## src/rtl/bus_arbiter_pkg.sv

```systemverilog
// Shared encodings for the external bus arbiter: transfer sizes and
// arbiter grant states.
package bus_arbiter_pkg;

    localparam logic [1:0] SIZE_NONE = 2'b00;
    localparam logic [1:0] SIZE_BYTE = 2'b01;
    localparam logic [1:0] SIZE_HALF = 2'b10;
    localparam logic [1:0] SIZE_ILL  = 2'b11;

    typedef enum logic [1:0] {
        ST_IDLE  = 2'd0,
        ST_GNT_I = 2'd1,
        ST_GNT_D = 2'd2
    } arb_state_e;

endpackage

```

## src/rtl/bus_watchdog.sv

```systemverilog
// Per-transfer watchdog: counts granted cycles without an acknowledge and
// flags expiry in the cycle where the count reaches TIMEOUT-1.
module bus_watchdog #(
    parameter int TIMEOUT = 255
) (
    input  logic clk_i,
    input  logic reset_ni,
    input  logic i_clear,   // no legal grant in progress, or the grant ends this edge
    input  logic i_active,  // a legal transfer is on the bus this cycle
    input  logic i_ack,
    output logic o_expire
);

    localparam logic [7:0] WD_LAST = 8'(TIMEOUT - 1);

    logic [7:0] r_wd;

    // Count unacknowledged granted cycles; restart for every new grant.
    always_ff @(posedge clk_i or negedge reset_ni) begin
        if (!reset_ni)
            r_wd <= '0;
        else if (i_clear)
            r_wd <= '0;
        else if (i_active && !i_ack)
            r_wd <= r_wd + 8'd1;
    end

    // An ack in the expiry cycle completes the transfer normally.
    assign o_expire = i_active && !i_ack && (r_wd == WD_LAST);

endmodule

```

## src/rtl/bus_arbiter.sv

```systemverilog
// Round-robin arbiter sharing the 16-bit external bus between the fetch
// (I) and load/store (D) masters, one transfer per grant, with a watchdog
// abort for transfers the bus never acknowledges.
module bus_arbiter
    import bus_arbiter_pkg::*;
#(
    parameter int TIMEOUT = 255
) (
    input  logic        clk_i,
    input  logic        reset_ni,
    input  logic [63:0] i_adr_i,
    input  logic [1:0]  i_size_i,
    output logic        i_ack_o,
    output logic        i_err_o,
    input  logic [63:0] d_adr_i,
    input  logic [1:0]  d_size_i,
    input  logic        d_we_i,
    input  logic [15:0] d_dat_i,
    output logic        d_ack_o,
    output logic        d_err_o,
    output logic [63:0] adr_o,
    output logic [1:0]  size_o,
    output logic        we_o,
    output logic [15:0] dat_o,
    input  logic        ack_i,
    output logic        gnt_d_o
);

    arb_state_e r_st;
    arb_state_e w_next;
    logic       r_last_d;

    logic [1:0] w_gsize;
    logic       w_i_req, w_d_req;
    logic       w_granted, w_legal, w_illegal, w_withdraw;
    logic       w_ack_ok, w_expire, w_err, w_end, w_last_eff, w_wd_clear;

    assign w_i_req = (i_size_i != SIZE_NONE);
    assign w_d_req = (d_size_i != SIZE_NONE);

    // Route the granted master onto the bus; IDLE drives all zeros.
    always_comb begin
        w_gsize = SIZE_NONE;
        adr_o   = '0;
        we_o    = 1'b0;
        dat_o   = '0;
        case (r_st)
            ST_GNT_I: begin
                w_gsize = i_size_i;
                adr_o   = i_adr_i;
            end
            ST_GNT_D: begin
                w_gsize = d_size_i;
                adr_o   = d_adr_i;
                we_o    = d_we_i;
                dat_o   = d_dat_i;
            end
            default: ;
        endcase
    end

    assign w_granted  = (r_st != ST_IDLE);
    assign w_legal    = w_granted && ((w_gsize == SIZE_BYTE) || (w_gsize == SIZE_HALF));
    assign w_illegal  = w_granted && (w_gsize == SIZE_ILL);
    assign w_withdraw = w_granted && (w_gsize == SIZE_NONE);

    // Illegal size never reaches the bus, so the slave cannot see it.
    assign size_o = w_legal ? w_gsize : SIZE_NONE;

    // Only a transfer actually on the bus can be acknowledged.
    assign w_ack_ok = w_legal && ack_i;
    assign w_err    = w_illegal || w_expire;
    assign w_end    = w_ack_ok || w_err || w_withdraw;

    assign i_ack_o = w_ack_ok && (r_st == ST_GNT_I);
    assign d_ack_o = w_ack_ok && (r_st == ST_GNT_D);
    assign i_err_o = w_err    && (r_st == ST_GNT_I);
    assign d_err_o = w_err    && (r_st == ST_GNT_D);
    assign gnt_d_o = (r_st == ST_GNT_D);

    assign w_wd_clear = !w_legal || w_end;

    bus_watchdog #(
        .TIMEOUT (TIMEOUT)
    ) u_watchdog (
        .clk_i    (clk_i),
        .reset_ni (reset_ni),
        .i_clear  (w_wd_clear),
        .i_active (w_legal),
        .i_ack    (ack_i),
        .o_expire (w_expire)
    );

    // On a completion edge the grant just finishing counts as last served,
    // so a back-to-back re-grant already alternates.
    assign w_last_eff = w_end ? (r_st == ST_GNT_D) : r_last_d;

    // Round-robin choice from the requests present this edge.
    always_comb begin
        w_next = ST_IDLE;
        if (w_i_req && w_d_req)
            w_next = w_last_eff ? ST_GNT_I : ST_GNT_D;
        else if (w_d_req)
            w_next = ST_GNT_D;
        else if (w_i_req)
            w_next = ST_GNT_I;
    end

    // Grant FSM: re-arbitrate from IDLE or on the edge a grant ends.
    always_ff @(posedge clk_i or negedge reset_ni) begin
        if (!reset_ni) begin
            r_st     <= ST_IDLE;
            r_last_d <= 1'b1;
        end else if ((r_st == ST_IDLE) || w_end) begin
            if (w_end)
                r_last_d <= (r_st == ST_GNT_D);
            r_st <= w_next;
        end
    end

endmodule
```

## config.mk

```make
export PLATFORM = sky130hd
export DESIGN_NAME = bus_arbiter
export DESIGN_NICKNAME = d
export VERILOG_FILES = /design/src/rtl/bus_arbiter_pkg.sv /design/src/rtl/bus_watchdog.sv /design/src/rtl/bus_arbiter.sv
export SDC_FILE = /design/constraint.sdc
export NUM_CORES = 1
export LEC_CHECK = 0
export CAP_MARGIN = 20
export CORE_ASPECT_RATIO = 0.5
export CORE_UTILIZATION = 28
export CTS_BUF_LIST = sky130_fd_sc_hd__clkbuf_8 sky130_fd_sc_hd__clkbuf_16
export DETAILED_ROUTE_END_ITERATION = 10
export HOLD_SLACK_MARGIN = 0.12
export PLACE_DENSITY = 0.95
export SYNTH_ARGS = -nofsm -noshare
export SYNTH_HDL_FRONTEND = slang
export SYNTH_SLANG_ARGS = --single-unit
```

## constraint.sdc

```tcl
create_clock -name clk_i -period 7 [get_ports clk_i]
set_clock_uncertainty 0.15 [all_clocks]
set_input_delay 1.4 -clock clk_i [delete_from_list [all_inputs] [get_ports clk_i]]
set_output_delay 1.4 -clock clk_i [all_outputs]
set_load 0.05 [all_outputs]
```

==> results of run 1 <==
-- area by class of cell --
cell class / count / area [um^2]
Clock buffer: 3 / 75.1
Clock inverter: 1 / 3.75
Fill cell: 485 / 1820
Inverter: 7 / 26.3
Multi-Input combinational cell: 203 / 1410
Sequential cell: 11 / 277
Tap cell: 88 / 110
Timing Repair Buffer: 242 / 2410
-- power by group through the flow --
stage,sequential [W],clock [W],combinational [W]
5_1_grt,0.0000864,0.000110,0.00205
6_report,0.0000856,0.000104,0.00196
4_1_cts,0.0000850,0.000105,0.00195
2_1_floorplan,0.0000833,0,0.00135
3_5_place_dp,0.0000855,0,0.00195
3_3_place_gp,0.0000848,0,0.00194
-- layout by cell type (no fill, tap or decap), drive strengths merged --
cell           instances
a211o                  1
a21bo                  1
a21o                   1
a22o                   3
a22oi                 64
and2                  19
and3                   1
and3b                  2
and4                   1
and4bb                 1
buf                    3
clkbuf                 3
clkdlybuf4s50        239
dfrtp                 10
dfstp                  1
ha                     7
inv                    8
nand2                  5
nand3                  4
nand4                  2
nor2                  12
nor2b                 64
nor3                   1
nor3b                  2
o211ai                 1
o21ai                  2
o22ai                  1
or2b                   1
or3                    1
xnor2                  2
xor2                   4
-- sequential cells by signal (all words and copies together) (netlist names) --
register	count
u_watchdog.r_wd	8
r_last_d	1
r_st	2
-- worst max-delay path, stage by stage --
cell and delay, ns:
clkdlybuf4s50_1 0.51, a22o_1 0.15, nand2_1 0.09, ha_1 0.35, or2b_2 0.34, and4bb_4 0.37
a21o_1 0.11, and2_1 0.13, clkdlybuf4s50_1 0.83
-- how the worst min path moves through the flow --
| stage | start | to | slack (ns) | cells past startpoint |
|---|---|---|---|---|
| finish | u_watchdog.r_wd[5]$_DFFE_PN0P_ | u_watchdog.r_wd[5]$_DFFE_PN0P_ | 0.38 | 2 |
| global route | u_watchdog.r_wd[5]$_DFFE_PN0P_ | u_watchdog.r_wd[5]$_DFFE_PN0P_ | 0.43 | 2 |
| CTS | u_watchdog.r_wd[5]$_DFFE_PN0P_ | u_watchdog.r_wd[5]$_DFFE_PN0P_ | 0.39 | 2 |
| detailed placement | r_st[0]$_DFFE_PN0P_ | r_st[0]$_DFFE_PN0P_ | 0.37 | 2 |
| global placement | r_st[0]$_DFFE_PN0P_ | r_st[0]$_DFFE_PN0P_ | 0.36 | 2 |
| floorplan | r_st[0]$_DFFE_PN0P_ | r_st[0]$_DFFE_PN0P_ | 0.33 | 2 |
-- logic make-up (layout without fill, tap and decap cells) --
family	count (synthesis)	count (layout)	share of synthesized area, %
fa+ha+maj	7	7	4.85
buf+inv	33	253	7.00
compound gates	74	74	31.1
xor+xnor	6	6	2.91
simple gates	116	116	38.8
flops	11	11	15.3
-- stage by stage --
stage          hold WS, ns  total power (W)
6_report             0.378          0.00215
5_1_grt              0.427          0.00225
4_1_cts              0.389          0.00214
3_5_place_dp         0.374          0.00203
3_3_place_gp         0.361          0.00202
2_1_floorplan        0.328          0.00143
-- routing by layer --
layer  GRT usage [%]  vias up  part of all wire [%]
met5               0        -                     0
met4            13.4        0                   4.4
met3            5.05       37                   6.7
met2            48.6      142                    52
met1            29.4     1279                    37
li1                -     1315                     -
==> results.toml, run 1 <==
[power]
power_leakage_nw = 1.57
powerDensity_nw_per_um2 = 498
intPower_w = 0.000860
power.share.sequential_pct = 4.0
p_sw_share_pct = 59.9
switching_power_w = 0.00129
peakVddDrop_mv = 0.251
share_comb_of_total_power_pct = 91.2
clkPwrFrac_pct = 4.9

[critical_path]
r2r_setup_slack_ns = 4.10
startpoint_type = "input pin"
critPathMaxFanout = 4
rr_endpoint = "r_st[1]$_DFFE_PN0P_"
crit_type = "input pin to output pin"
end_kind = "output pin"
endpoint = "d_err_o"
crit_start = "d_size_i[0]"
cp.arrival_ns = 4.29
critPathRequiredTime_ns = 5.45
worstReg2RegStart = "r_st[0]$_DFFE_PN0P_"
r2r_cells = 10

[placement]
place_inst = 551
dpl-instance-area_um2 = 4230
gp_congestion = 0.897
dp_hpwl_um = 7550
place_ws_ns = 1.19
portBuffers = 239

[finish]
nets = 627
syn_to_final_growth_pct = 139
layout-drive-gt1-share_pct = 2.78
n_antenna_cell = 0
utilization_pct = 70.3
final_cells = 555
stdcell_area_um2 = 4310

[yosys]
yosysSeqAreaShare_pct = 15.3
synthCells = 247
synth_fp_nets = 406
synthArstFlopShare_pct = 100
yosysTopAreaCellShare_pct = 26.6
syn_area_per_cell_um2 = 7.30
ys_warn_count = 0
yosys-top-cells-area = "a22oi_1 27%, nor2b_1 22%, dfrtp_1 14%"
synth_top_area_cell = "a22oi_1"
synth_commonest_cells = "64 x a22oi_1, 64 x nor2b_1, 21 x clkbuf_1"
synth_edf_count = 0
synth-seq-cells = 11
synthesis.area_um2 = 1800
ys_types = 31
ys.flop_type = "dfrtp_1"

[die]
die_h_um = 58.8
start_util_pct = 29.4
core_region_area_um2 = 6130
io_pins = 240
fp.dieW_um = 116
dieArea_um2 = 6790
placementRows = 20

[detailed_routing]
drc = 0
drt_first_pass_iters = 5
wire_per_inst_um = 16.9
vias_per_cell = 5.00
vias = 2773
routed_wl_um = 9390
drtIter0Drc = 138
final_antenna_net_count = 0

[grt]
track_usage_pct = 26.3
grt_pass1_wl_um = 13500
grt_max_degree = 75
grt_pass1_vias = 2613
antenna_found_initial = 0
grt-ovfl-total = 0

[timing]
tns_ns = 0
setup_ws_ns = 1.16
layout_worst_path_cycle_share_pct = 83.4
relSlewSlack_pct = 52.9
finalCriticalPeriod_ns = 5.84
setup_viol_count_final = 0
hold_violations = 0
rsz0062_at_grt = "no"
tightest_slew_ns = 0.706
slew_viol_final = 0
fmax_mhz = 171

[run]
cap_violations = 0

[clock_tree]
clkLatencyLatePin_ns = 0.24
cts-resized-gates = 0
cts.clk_slew.worst_paths_ns = 0.04
post_cts_buffers = 0
clkSinkCount = 11
cts_buffer_depth = 2
cts_max_level = 1
root_buffer = "clkbuf_16"
cts_tree = "yes"
cts_buffers = 3
ctsHoldBuffers = 0

[run_status]
status = "complete, no violations"

[hold_path]
hold_path.class = "flip-flop to flip-flop"
Power figures use the tool's default switching activity.
==> inputs of run 2 (changes only) <==
CORE_UTILIZATION = 23   (was 28)
PLACE_DENSITY = 0.88   (was 0.95)
clock period = 4.9 ns   (was 7 ns; I/O delays follow)
==> results.toml, run 2 (synthesized netlist as in run 1, its figures left out) <==
[critical_path]
cp_num_buf_inv = 2
worstReg2RegStart = "r_st[0]$_DFFE_PN0P_"
path_depth = 7
end_kind = "output pin"
rr_endpoint = "r_st[1]$_DFFE_PN0P_"
worstPathCellList = "clkdlybuf4s50_1 -> a22o_1 -> nand2_1 -> ha_1 -> or2b_2 -> nor2_1 -> clkdlybuf4s50_1"
critPathRequiredTime_ns = 3.77
crit_start = "d_size_i[0]"
crit_type = "input pin to output pin"
r2r_setup_slack_ns = 2.19
cp_common_cell = "clkdlybuf4s50_1"
cpMaxStageDelayCell = "clkdlybuf4s50_1"
crit_family = "buffers and inverters"
crit_path_max_incr_delay_ns = 0.83
cp.arrival_ns = 3.33
critPathMaxFanout = 4
r2r_cells = 10
startpoint_type = "input pin"

[grt]
grt_pass1_vias = 2423
grt_pass1_wl_um = 13100
grt-ovfl-total = 0
antenna_found_initial = 0
track_usage_pct = 20.3
grt_max_degree = 87

[detailed_routing]
top_layer_used = "met4"
drt-met1-wl_um = 3530
drtIter0Drc = 173
wire_per_inst_um = 15.5
final_antenna_net_count = 0
drc = 0
drt_first_pass_iters = 7
dr_wl_met2_um = 4890
vias = 2643
routed_wl_um = 8920
route.met3.wl_um = 307
vias_per_cell = 4.60

[clock_tree]
clkLatencyLatePin_ns = 0.24
cts-resized-gates = 0
ctsHoldBuffers = 0
post_cts_buffers = 0
cts_max_level = 1
root_buffer = "clkbuf_16"
clkSinkCount = 11
cts_buffers = 3
cts.clk_slew.worst_paths_ns = 0.04
cts_buffer_depth = 2
cts_tree = "yes"

[placement]
dp_hpwl_um = 7100
place_inst = 571
dpl-instance-area_um2 = 4270
portBuffers = 239
gp_congestion = 0.893

[die]
placementRows = 22
io_pins = 240
fp.dieW_um = 127
start_util_pct = 24.2
dieArea_um2 = 8220
core_region_area_um2 = 7460
die_h_um = 64.6

[finish]
largest_reg_flops = 8
fillCellCount = 677
stdcell_area_um2 = 4350
layout-drive-gt1-share_pct = 3.64
final_common_cell = "clkdlybuf4s50_1"
seqCellArea_um2 = 277
multi_input_area_um2 = 1410
reg.largest.list = "u_watchdog.r_wd (8), r_st (2), r_last_d (1)"
final_cells = 575
n_antenna_cell = 0
syn_to_final_growth_pct = 141
final_cell_mix = "235 x clkdlybuf4s50_1, 64 x a22oi_1, 64 x nor2b_1"
nets = 627
top_register = "u_watchdog.r_wd"

[timing]
tns_ns = 0
layout_worst_path_cycle_share_pct = 91.0
finalCriticalPeriod_ns = 4.46
tightest_slew_ns = 0.813
fmax_mhz = 224
hold_violations = 0
rsz0062_at_grt = "no"
relSlewSlack_pct = 45.8
setup_viol_count_final = 0
slew_viol_final = 0

[power]
power_leakage_nw = 1.59
peakVddDrop_mv = 0.436
powerDensity_nw_per_um2 = 705

[run]
cap_violations = 0

[hold_path]
hold_path_startpoint = "r_st[0]$_DFFE_PN0P_"
holdPathStages = 2
min_to = "r_st[0]$_DFFE_PN0P_"
hold_path.class = "flip-flop to flip-flop"

[run_status]
status = "complete, no violations"
-- run 2: how the worst max path moves through the flow --
stage | endpoint
after floorplan | d_ack_o
after global placement | size_o[0]
after detailed placement | size_o[0]
after CTS | size_o[0]
after global routing | size_o[0]
final | size_o[0]
-- run 2: power by group --
part / leakage (nW) / switching (W) / internal (W) / total [W]
Combinational: 1.40 / 0.00179 / 0.00101 / 0.00280
Sequential: 0.146 / 0.0000125 / 0.000110 / 0.000122
Clock: 0.0423 / 0.0000386 / 0.000107 / 0.000146
Total: 1.59 / 0.00184 / 0.00123 / 0.00307
-- run 2: area by class of cell --
class,instances,area share [%]
clock buffer,3,1.72
clock inverter,1,0.0862
tap,108,3.10
multi-input combinational,203,32.3
inverter,7,0.604
sequential,11,6.35
timing repair buffer,242,55.8
-- run 2: tightest hold or removal path: stages (launching register included) --
cell,delay [ns]
dfrtp_1,0.36
nand2_1,0.05
o21ai_0,0.07
-- run 2: per-layer routing --
metal / global-route usage, % / vias up
met3: 2.06 / 16
met5: 0 / -
met4: 6.25 / 0
met2: 39.0 / 77
met1: 23.9 / 1233
li1: - / 1317
-- run 2: stage by stage --
stage,util (%),power [W],worst slack [ns],hold slack [ns]
6_report,58.4,0.00307,0.440,0.373
3_5_place_dp,57.3,0.00292,0.479,0.370
3_3_place_gp,57.3,0.00290,0.539,0.360
2_1_floorplan,-,0.00204,0.671,0.328
4_1_cts,58.4,0.00308,0.455,0.379
5_1_grt,58.4,0.00322,0.337,0.420
==> inputs of run 3 (changes only) <==
CELL_PAD_IN_SITES_DETAIL_PLACEMENT = 1   (was default)
CELL_PAD_IN_SITES_GLOBAL_PLACEMENT = 2   (was default)
CORE_UTILIZATION = 10   (was 23)
PLACE_DENSITY = 0.9   (was 0.88)
TNS_END_PERCENT = 100   (was default)
==> results.toml, run 3 (synthesized netlist as in run 1, its figures left out) <==
[run_status]
status = "complete, no violations"

[finish]
syn_to_final_growth_pct = 152
final_cell_mix = "233 x clkdlybuf4s50_1, 64 x a22oi_1, 64 x nor2b_1"
utilization_pct = 25.9
nets = 627
top_register = "u_watchdog.r_wd"
final_common_cell = "clkdlybuf4s50_1"
layout-drive-gt1-share_pct = 4.07
reg.largest.list = "u_watchdog.r_wd (8), r_st (2), r_last_d (1)"
n_antenna_cell = 0
largest_reg_flops = 8

[timing]
tightest_slew_ns = 0.775
tns_ns = 0
layout_worst_path_cycle_share_pct = 88.9
slew_viol_final = 0
finalCriticalPeriod_ns = 4.36
setup_viol_count_final = 0
relSlewSlack_pct = 48.3
rsz0062_at_grt = "no"
fmax_mhz = 229
setup_ws_ns = 0.543
hold_violations = 0

[power]
p_sw_share_pct = 60.4
power.share.sequential_pct = 3.9
peakVddDrop_mv = 0.252
powerDensity_nw_per_um2 = 693
power_leakage_nw = 1.60
power_w = 0.00315
share_comb_of_total_power_pct = 91.4
intPower_w = 0.00125
switching_power_w = 0.00190
clkPwrFrac_pct = 4.7

[placement]
place_ws_ns = 0.518
gp_congestion = 0.772
portBuffers = 239
dp_hpwl_um = 9220

[detailed_routing]
vias_per_cell = 3.82
drt_first_pass_iters = 6
drc = 0
wire_per_inst_um = 16.0
final_antenna_net_count = 0
dr_wl_met2_um = 6200
routed_wl_um = 11200
drt-met1-wl_um = 4750
top_layer_used = "met4"
vias = 2676
route.met3.wl_um = 89
drtIter0Drc = 104

[clock_tree]
root_buffer = "clkbuf_16"
cts_tree = "yes"
cts.clk_slew.worst_paths_ns = 0.04
cts_buffer_depth = 2
clkSinkCount = 11
cts_buffers = 3
post_cts_buffers = 0
ctsHoldBuffers = 0
cts_max_level = 1
clkLatencyLatePin_ns = 0.24
cts-resized-gates = 0

[critical_path]
startpoint_type = "input pin"
critPathMaxFanout = 4
rr_endpoint = "r_st[1]$_DFFE_PN0P_"
r2r_cells = 10
critPathRequiredTime_ns = 3.77
cp.arrival_ns = 3.23
endpoint = "i_err_o"
worstPathCellList = "clkdlybuf4s50_1 -> a22o_1 -> nand2_1 -> ha_1 -> or2b_2 -> and4bb_4 -> a21o_1 -> and2_1 -> buf_12"
cpMaxStageDelayCell = "clkdlybuf4s50_1"
crit_start = "i_size_i[0]"
worstReg2RegStart = "r_st[0]$_DFFE_PN0P_"
end_kind = "output pin"
r2r_setup_slack_ns = 1.95
crit_type = "input pin to output pin"
crit_path_max_incr_delay_ns = 0.51

[grt]
grt_pass1_vias = 2958
grt_pass1_wl_um = 17000
antenna_found_initial = 0
track_usage_pct = 11.7
grt_max_degree = 71
grt-ovfl-total = 0

[hold_path]
hold_path.class = "flip-flop to flip-flop"

[die]
die_h_um = 97.0
placementRows = 34
io_pins = 240
fp.dieW_um = 192
dieArea_um2 = 18600
core_region_area_um2 = 17500
start_util_pct = 10.3

[run]
cap_violations = 0
run 3: through the flow:
step                      cells  area (um^2)  hold WS (ns)
after floorplan             247         1800         0.328
after global placement      697         4460         0.359
after detailed placement    697         4460         0.381
after CTS                   701         4540         0.389
after global routing        701         4540         0.414
final                       701         4540         0.379
run 3: worst max-delay path, delay by kind of cell:
family          cells  cell delay [ns]
simple gates        4             0.97
compound gates      2             0.27
fa+ha+maj           1             0.35
buf+inv             2             0.66
run 3: cell type report:
class                      count  area, um^2
clock buffer                   3        75.1
clock inverter                 1        3.75
fill                        2080       13000
inverter                       7        26.3
multi-input combinational    203        1410
sequential                    11         277
tap                          234         293
timing repair buffer         242        2460
run 3: metal layers:
metal | GRT usage [%] | vias to the layer above
li1 | - | 1317
met1 | 14.3 | 1316
met2 | 22.2 | 31
met3 | 0.617 | 12
met4 | 2.87 | 0
met5 | 0 | -
run 3: worst min-delay path by stage:
stage                                   start  cells after the start  slack [ns]                  end
after detailed placement  r_st[0]$_DFFE_PN0P_                      2        0.38  r_st[0]$_DFFE_PN0P_
after global routing      r_st[1]$_DFFE_PN0P_                      1        0.41  r_st[1]$_DFFE_PN0P_
after floorplan           r_st[0]$_DFFE_PN0P_                      2        0.33  r_st[0]$_DFFE_PN0P_
after global placement    r_st[0]$_DFFE_PN0P_                      2        0.36  r_st[0]$_DFFE_PN0P_
final                     r_st[0]$_DFFE_PN0P_                      2        0.38  r_st[0]$_DFFE_PN0P_
after CTS                 r_st[0]$_DFFE_PN0P_                      2        0.39  r_st[0]$_DFFE_PN0P_
run 3: power groups by stage:
stage / clock, W / sequential [W] / combinational, W
6_report: 0.000149 / 0.000121 / 0.00288
5_1_grt: 0.000158 / 0.000123 / 0.00303
4_1_cts: 0.000153 / 0.000121 / 0.00290
3_5_place_dp: 0 / 0.000123 / 0.00289
3_3_place_gp: 0 / 0.000122 / 0.00286
2_1_floorplan: 0 / 0.000119 / 0.00192
